File: config.mk
export PLATFORM = sky130hd
export DESIGN_NAME = hazard_sequencer
export DESIGN_NICKNAME = d
export VERILOG_FILES = /design/src/rtl/hazard_sequencer.sv
export SDC_FILE = /design/constraint.sdc
export NUM_CORES = 1
export LEC_CHECK = 0
export CORE_MARGIN = 5
export CORE_UTILIZATION = 46
export DETAILED_ROUTE_END_ITERATION = 12
export PLACE_DENSITY = 0.9
export SLEW_MARGIN = 15
export SYNTH_ARGS = -nofsm -noshare
export SYNTH_HDL_FRONTEND = slang
export SYNTH_SLANG_ARGS = --single-unit
File: constraint.sdc
create_clock -name clk -period 2.7 [get_ports clk]
set_input_delay 0.54 -clock clk [delete_from_list [all_inputs] [get_ports clk]]
set_output_delay 0.54 -clock clk [all_outputs]
set_load 0.03 [all_outputs]
File: src/rtl/hazard_sequencer.sv
// Pipeline hazard sequencer: resolves load-use, jump, branch and multi-cycle memory
// hazards into PC / pipeline-register controls, with a memory watchdog and stall counter.
module hazard_sequencer (
    input  logic        clk,
    input  logic        rst,
    input  logic [4:0]  IF_ID_RsAddr,
    input  logic [4:0]  IF_ID_RtAddr,
    input  logic        ID_EX_MemRead,
    input  logic [4:0]  ID_EX_RtAddr,
    input  logic        BranchTaken,
    input  logic        JumpID,
    input  logic        MemReq,
    input  logic        MemDone,
    output logic        PCWrite,
    output logic        PCSrcBranch,
    output logic [1:0]  IF_ID_HzCtrl,
    output logic [1:0]  ID_EX_HzCtrl,
    output logic        MemStall,
    output logic        Timeout,
    output logic [15:0] StallCycles,
    output logic [1:0]  dbg_state
);

    // Valid/ready is not used here: every input is a same-cycle qualifier sampled on
    // the rising edge, and every control output is valid for the cycle it is driven.
    typedef enum logic [1:0] {
        S_RUN      = 2'd0,
        S_MEM_WAIT = 2'd1,
        S_FLUSH    = 2'd2
    } state_t;

    localparam logic [1:0] HZ_NORMAL = 2'b00;
    localparam logic [1:0] HZ_FLUSH  = 2'b01;
    localparam logic [1:0] HZ_STALL  = 2'b10;

    state_t      state_q, state_d;
    logic        pend_flush_q, pend_flush_d;
    logic [7:0]  wait_cnt_q, wait_cnt_d;
    logic        timeout_q, timeout_d;
    logic [15:0] stall_cycles_q, stall_cycles_d;

    logic load_use;
    logic mem_release;

    // Register zero is hardwired, so a load targeting it never creates a dependency.
    assign load_use = ID_EX_MemRead && (ID_EX_RtAddr != 5'd0) &&
                      ((ID_EX_RtAddr == IF_ID_RsAddr) || (ID_EX_RtAddr == IF_ID_RtAddr));

    // The watchdog forces completion once the wait counter has reached its ceiling.
    assign mem_release = MemDone || (wait_cnt_q == 8'hFF);

    // State register
    always_ff @(posedge clk or posedge rst) begin
        if (rst) begin
            state_q        <= S_RUN;
            pend_flush_q   <= 1'b0;
            wait_cnt_q     <= 8'd0;
            timeout_q      <= 1'b0;
            stall_cycles_q <= 16'd0;
        end else begin
            state_q        <= state_d;
            pend_flush_q   <= pend_flush_d;
            wait_cnt_q     <= wait_cnt_d;
            timeout_q      <= timeout_d;
            stall_cycles_q <= stall_cycles_d;
        end
    end

    // Next-state logic
    always_comb begin
        state_d      = state_q;
        pend_flush_d = pend_flush_q;
        wait_cnt_d   = wait_cnt_q;
        timeout_d    = timeout_q;
        case (state_q)
            S_RUN: begin
                if (MemReq) begin
                    state_d      = S_MEM_WAIT;
                    wait_cnt_d   = 8'd0;
                    pend_flush_d = pend_flush_q | BranchTaken;
                end
            end
            S_MEM_WAIT: begin
                if (mem_release) begin
                    if (!MemDone) begin
                        timeout_d = 1'b1;
                    end
                    state_d = pend_flush_q ? S_FLUSH : S_RUN;
                end else begin
                    wait_cnt_d   = wait_cnt_q + 8'd1;
                    pend_flush_d = pend_flush_q | BranchTaken;
                end
            end
            S_FLUSH: begin
                pend_flush_d = 1'b0;
                state_d      = S_RUN;
            end
            default: state_d = S_RUN;
        endcase
    end

    // Output logic
    always_comb begin
        PCWrite      = 1'b1;
        PCSrcBranch  = 1'b0;
        IF_ID_HzCtrl = HZ_NORMAL;
        ID_EX_HzCtrl = HZ_NORMAL;
        MemStall     = 1'b0;
        if (rst) begin
            PCWrite      = 1'b0;
            IF_ID_HzCtrl = HZ_FLUSH;
            ID_EX_HzCtrl = HZ_FLUSH;
        end else begin
            case (state_q)
                S_RUN: begin
                    if (MemReq) begin
                        PCWrite      = 1'b0;
                        IF_ID_HzCtrl = HZ_STALL;
                        ID_EX_HzCtrl = HZ_STALL;
                        MemStall     = 1'b1;
                    end else if (BranchTaken) begin
                        PCSrcBranch  = 1'b1;
                        IF_ID_HzCtrl = HZ_FLUSH;
                        ID_EX_HzCtrl = HZ_FLUSH;
                    end else if (load_use) begin
                        PCWrite      = 1'b0;
                        IF_ID_HzCtrl = HZ_STALL;
                        ID_EX_HzCtrl = HZ_FLUSH;
                    end else if (JumpID) begin
                        IF_ID_HzCtrl = HZ_FLUSH;
                    end
                end
                S_MEM_WAIT: begin
                    if (!mem_release) begin
                        PCWrite      = 1'b0;
                        IF_ID_HzCtrl = HZ_STALL;
                        ID_EX_HzCtrl = HZ_STALL;
                        MemStall     = 1'b1;
                    end
                end
                S_FLUSH: begin
                    PCSrcBranch  = 1'b1;
                    IF_ID_HzCtrl = HZ_FLUSH;
                    ID_EX_HzCtrl = HZ_FLUSH;
                end
                default: begin
                    PCWrite = 1'b1;
                end
            endcase
        end
    end

    always_comb begin
        stall_cycles_d = stall_cycles_q;
        if (!PCWrite && (stall_cycles_q != 16'hFFFF)) begin
            stall_cycles_d = stall_cycles_q + 16'd1;
        end
    end

    assign Timeout     = timeout_q;
    assign StallCycles = stall_cycles_q;
    assign dbg_state   = state_q;

endmodule

==> qor.txt, run 1 <==
status: completed
simple-gate area share of the yosys netlist: 0.267
CP Cell Sequence: dlygate4sd2_1 > or4_4 > o21a_1 > nor4b_4 > a211o_4 > inv_2 > buf_6
layout cells sized above 1: 0.201
ys flop type: dfrtp_1
first-pass GRT wire length: 6.13 mm
multi-input combinational cell area: 846 um^2
Die Footprint: 4690 um^2
HPWL after DPL: 2.84 mm
area grow syn2layout: 43.5%
CTS sink count: 28
total negative slack: 0 ns
initial antenna violation count: 0
worst-skew pair later-pin latency: 0.33 ns
Starting Density: 0.472
Crit. End Element: output port
port buffer count: 47
Max-slew headroom: 0.700
worst reg2reg path depth: 9
Hold Crit Endpoint: Timeout$_DFFE_PP0P_
Synth warnings: 0
period utilization: 0.973
fillers: 271
top-area cell type share of the netlist area: 0.445
routability cong.: 0.826
Cells after Synth: 159
crit-path max cell delay: 0.41 ns
post-synthesis adder-cell area fraction: 0.0159
post-route ant nets: 0
Cell Pwr Density: 758 nW/um^2
synth cell count leaders: dfrtp_1, xnor2_1, nand2_1
Final Max Tran Viols: 0
ranking of synthesized cells by area: dfrtp_1, xnor2_1, nand3_1
CTS Buf Count: 3
Yosys reg bits: 28
Syn Nets: 183
maximum operating frequency: 0.381 GHz
Min-Delay Path Class: register to register
GRT Util Overall: 0.175
die width: 68.5 um
grt ovf: 0
count of final hold-check violations: 0
ANT cells: 0
Hold WS: 0.495 ns
max-cap violations: 0
RR Startpoint: wait_cnt_q[1]$_DFFE_PP0P_
vias in the first global route: 1434
CP arrival: 2.09 ns
Final min period: 2.63 ns
Max clock buf depth: 2
Netlist Area Pre-Place: 1570 um^2
PnR Total Power: 1.71 mW
clk_skew: 0.00700 ns
Post-synth EDFFs: 0
WL final: 3.77 mm
WHS Path Cells: 1
largest family of logic cells by synthesized area: simple AND/OR/NAND/NOR gates
core area: 3340 um^2
Die Ht: 68.5 um
sequential area share after synthesis: 0.445
DR pass1 iterations: 4
IO Pins: 48
worst r2r dst: StallCycles[12]$_DFFE_PP0P_
Rows: 21
post-synthesis compound-gate area fraction: 0.0556
count of different cell masters after synthesis: 35
Async SR Flop Fraction: 1.00
Worst-Margin Slew: 0.446 ns
Worst-path clk slew: 0.15 ns
worst vdd ir: 0.675 mV
largest net degree at the start of global routing: 22
slowest CP cell: or4_4
post-synthesis xor/xnor area fraction: 0.161
Post-route DRC: 0
CTS root buffer: clkbuf_4
hold path startpoint: Timeout$_DFFE_PP0P_
WP data required: 2.16 ns
Clock H-tree levels: 1
vias per inst: 5.15
Avg Synthesized Cell Area: 9.90 um^2
top-count cell post-synth: dfrtp_1
Initial DRC Count: 96
biggest area consumer among synthesized cells: dfrtp_1
endpoints failing setup: 0
P_leak: 0.964 nW
average wire per standard cell: 14.0 um
Register Area: 701 um^2
CP startpoint kind: input port
multiplexer share of the synthesized area: 0.0143
critical setup path kind: input port to output port
CP max FO: 3
vias: 1390
CTS tree: done
reg2reg setup slack: 0.47 ns
fin nets: 249
[where the power goes]
part,internal [mW],switching (mW)
Combinational,0.383,0.439
Sequential,0.508,0.111
Clock,0.150,0.122
[layer usage]
| layer | vias up | GRT usage | routed length, um |
|---|---|---|---|
| met3 | 4 | 0.0470 | 338 |
| met2 | 48 | 0.299 | 1760 |
| met4 | 0 | 0.0720 | 48 |
| met1 | 661 | 0.208 | 1630 |
| met5 | - | 0 | 0 |
| li1 | 677 | - | - |
[cell type report]
class                   count  share of cell area
multi-input cells         123               0.375
flip-flops and latches     28               0.310
repair buffers             64               0.253
well taps                  46              0.0255
inverters                   5              0.0139
clock inverters             1              0.0133
clock buffers               3             0.00997
[sequential cells by signal (all words and copies together) (netlist names)]
signal	count
StallCycles	16
Timeout	1
dbg_state	2
wait_cnt_q	8
pend_flush_q	1
[stage by stage]
| step | cell area (um^2) | cells | utilization | worst slack, ns |
|---|---|---|---|---|
| 2_1_floorplan | 1570 | 159 | - | 0.0658 |
| 3_3_place_gp | 2170 | 264 | 0.649 | -0.298 |
| 3_5_place_dp | 2170 | 264 | 0.649 | -0.333 |
| 4_1_cts | 2240 | 269 | 0.670 | 0.0120 |
| 5_1_grt | 2260 | 270 | 0.677 | -0.0138 |
| 6_report | 2260 | 270 | 0.677 | 0.0722 |
[logic make-up (layout without fill, tap and decap cells)]
family	after synthesis	in the layout
fa+ha+maj	2	2
buf+inv	8	73
flops	28	28
mux	2	2
simple gates	78	78
compound gates	12	12
xor+xnor	29	29
[what timing repair did]
item,4_1_cts,5_1_grt
resized for setup,13,9
setup endpoints to repair,4,3
buffers inserted,1,1
hold buffers,0,0
cloned,0,0
pin swaps,3,5
[cell usage in the layout (no fill, tap or decap), types with 2 or more instances in the layout]
master,count
a21oi_1,2
nand4_1,8
xor2_1,2
nor2_1,15
inv_1,3
clkbuf_2,2
dfrtp_1,28
clkdlybuf4s50_1,37
xnor2_1,27
nand2_1,18
clkbuf_4,3
buf_4,22
nor3_1,5
and3_1,4
nand4b_1,2
o21ai_0,2
nand3_1,15
mux2_2,2
[worst max-delay path, delay by kind of cell]
kind | cells | cell delay, ns
AOI/OAI and AO/OA | 2 | 0.56
buffers and inverters | 3 | 0.44
and+or+nand+nor | 2 | 0.55
[how the worst max path moves through the flow]
stage                                   start      end  cells past startpoint
finish                        ID_EX_RtAddr[4]  PCWrite                      7
global route        wait_cnt_q[1]$_DFFE_PP0P_  PCWrite                      8
floorplan                     ID_EX_RtAddr[1]  PCWrite                      6
detailed placement            ID_EX_RtAddr[1]  PCWrite                      7
CTS                           ID_EX_RtAddr[2]  PCWrite                      7
global placement              ID_EX_RtAddr[1]  PCWrite                      7
No activity file was read; power rests on OpenSTA's default activity.
==> run 2: changes to the inputs <==
Clock period 2.7 ns to 2.45 ns, I/O delays scaled along.
==> run 2 against run 1 <==
The run now ends with setup timing left. Cell count up 5.2%. Die area unchanged. Power up 15%. Clock power up 12%. Count of clock-buffer cells in the layout unchanged. Wire length up 8.7%. Final area up 6.5%. Largest cell class unchanged.
==> qor.txt, run 2 (same netlist as run 1, synthesis figures left out) <==
ANT cells: 0 (unchanged)
grt ovf: 0 (unchanged)
GRT Util Overall: 0.181 (+0.00566)
P_leak: 1.05 nW (+8.9%)
worst-skew pair later-pin latency: 0.33 ns (about the same)
worst vdd ir: 0.632 mV (-6.3%)
CTS tree: done
placed instance count: 276 (+4.5%)
Final Max Tran Viols: 0 (unchanged)
CP Cell Sequence: buf_6 > or4_1 > o21a_1 > nor4b_4 > buf_4 > a211o_4 > clkinvlp_4 > buf_6
Setup WS pre-CTS: -0.610 ns (-0.277 ns)
commonest non-fill, non-tap cell in the layout: clkdlybuf4s50_1
Worst Slack Setup Final: -0.147 ns (-0.219 ns)
Post-Layout Cell Count: 284 (+5.2%)
GRT busiest layer: met2
Hold WS: 0.496 ns (+0.000864 ns)
area grow syn2layout: 52.8%
endpoints failing setup: 1 (+1)
clock share of power: 0.155 (-0.004)
Worst-Margin Slew: 0.328 ns (-0.118 ns)
Worst-path clk slew: 0.16 ns (about the same)
die width: 68.5 um (unchanged)
Rows: 21 (unchanged)
CP max FO: 2 (-1)
clk_skew: 0.0110 ns (+0.00400 ns)
first-pass GRT wire length: 6.49 mm (+5.7%)
core area: 3340 um^2 (unchanged)
CP startpoint kind: input port
WHS Path Cells: 1 (unchanged)
Min-Delay Path Class: register to register
initial antenna violation count: 0 (unchanged)
crit-path max cell delay: 0.51 ns (+0.10 ns)
vias per inst: 5.08 (-1.4%)
max FFs per register: 16 (unchanged)
critical path's top delay family: simple AND/OR/NAND/NOR gates
WL final: 4.10 mm (+8.7%)
most frequent cells in the layout: clkdlybuf4s50_1, buf_4, dfrtp_1
fillers: 257 (-5.2%)
grt met1 use: 0.222 (+0.0138)
critical setup path kind: input port to output port
Max clock buf depth: 2 (unchanged)
port buffer count: 47 (unchanged)
Sw Share: 0.391 (-0.00127)
WP data required: 1.96 ns (-0.20 ns)
total negative slack: -0.147 ns (-0.147 ns)
CTS sink count: 28 (unchanged)
Crit. End Element: output port
routability cong.: 0.857 (+3.7%)
switching power: 767 uW (+14%)
multi-input combinational cell area: 863 um^2 (+2.1%)
Max-slew headroom: 0.780 (+0.0795)
IO Pins: 48 (unchanged)
CP arrival: 2.11 ns (+0.02 ns)
Clock H-tree levels: 1 (unchanged)
Die Footprint: 4690 um^2 (unchanged)
slowest CP cell: or4_1
met3 Usage GRT: 0.0276 (-0.0194)
Register Area: 701 um^2 (unchanged)
average wire per standard cell: 14.5 um (+3.4%)
failing checks: setup timing
maximum operating frequency: 0.385 GHz
GR Layer Usage met2: 0.324 (+0.0250)
CTS root buffer: clkbuf_4
Final min period: 2.60 ns
Combinational Power Share: 0.510 (+0.030)
CTS Hold Bufs: 0 (unchanged)
critical path depth: 8 (+1)
Seq pwr share: 0.335 (-0.026)
layout cells sized above 1: 0.277 (+0.0764)
post-route ant nets: 0 (unchanged)
status: finished, violations left
vias in the first global route: 1523 (+6.2%)
Starting Density: 0.472 (unchanged)
count of final hold-check violations: 0 (unchanged)
Die Ht: 68.5 um (unchanged)
Top cell by count, worst path: buf_6
worst reg2reg path depth: 11 (+2)
vias: 1442 (+3.7%)
buffers plus inverters on the worst setup path: 4 (+1)
HPWL after DPL: 3.09 mm (+8.5%)
CTS Buf Count: 3 (unchanged)
Power Internal: 1.19 mW (+15%)
DR pass1 iterations: 4 (unchanged)
Cell Pwr Density: 816 nW/um^2 (+7.6%)
max-cap violations: 0 (unchanged)
period utilization: 1.06
Initial DRC Count: 61 (-36%)
Post-route DRC: 0 (unchanged)
largest net degree at the start of global routing: 24 (+9.1%)
fin nets: 263 (+5.6%)
RSZ-0062 raised after global routing: yes
==> run 2: layout make-up <==
type,instances,area share
Clock buffer,3,0.00937
Clock inverter,1,0.0125
Inverter,5,0.0146
Multi-Input combinational cell,123,0.359
Sequential cell,28,0.291
Tap cell,46,0.0239
Timing Repair Buffer,78,0.289
==> run 2: power groups by stage <==
stage	Sequential (mW)	Clock, mW	Combinational (mW)
finish	0.658	0.304	1.00
global route	0.677	0.327	1.08
CTS	0.655	0.310	0.986
detailed placement	0.662	0	0.946
global placement	0.656	0	0.923
floorplan	0.811	0	0.404
==> run 2: worst paths after layout <==
kind | start | to | slack, ns
setup / recovery | ID_EX_RtAddr[2] | PCWrite | -0.15
hold / removal | Timeout$_DFFE_PP0P_ | Timeout$_DFFE_PP0P_ | 0.50
setup reg to reg | wait_cnt_q[0]$_DFFE_PP0P_ | StallCycles[1]$_DFFE_PP0P_ | 0.10
hold reg to reg | Timeout$_DFFE_PP0P_ | Timeout$_DFFE_PP0P_ | 0.50
max in group asynchronous | rst | pend_flush_q$_DFFE_PP0P_ | 1.29
min in group asynchronous | rst | StallCycles[14]$_DFFE_PP0P_ | 0.60
==> run 2: stage by stage <==
| stage | total power, mW | instance area (um^2) | utilization |
|---|---|---|---|
| global route | 2.08 | 2400 | 0.721 |
| detailed placement | 1.61 | 2260 | 0.678 |
| global placement | 1.58 | 2260 | 0.678 |
| finish | 1.96 | 2400 | 0.721 |
| floorplan | 1.22 | 1580 | - |
| CTS | 1.95 | 2370 | 0.710 |
==> run 2: timing repair <==
item                       CTS  global route
setup endpoints to repair    8             4
buffers inserted             2             3
hold endpoints to repair     0             0
pin swaps                    6             6
resized for setup           29             8
==> run 2: routing by layer <==
metal | vias up | part of all wire
met1 | 692 | 0.43
li1 | 708 | -
met2 | 38 | 0.51
met3 | 4 | 0.050
met5 | - | 0
met4 | 0 | 0.011
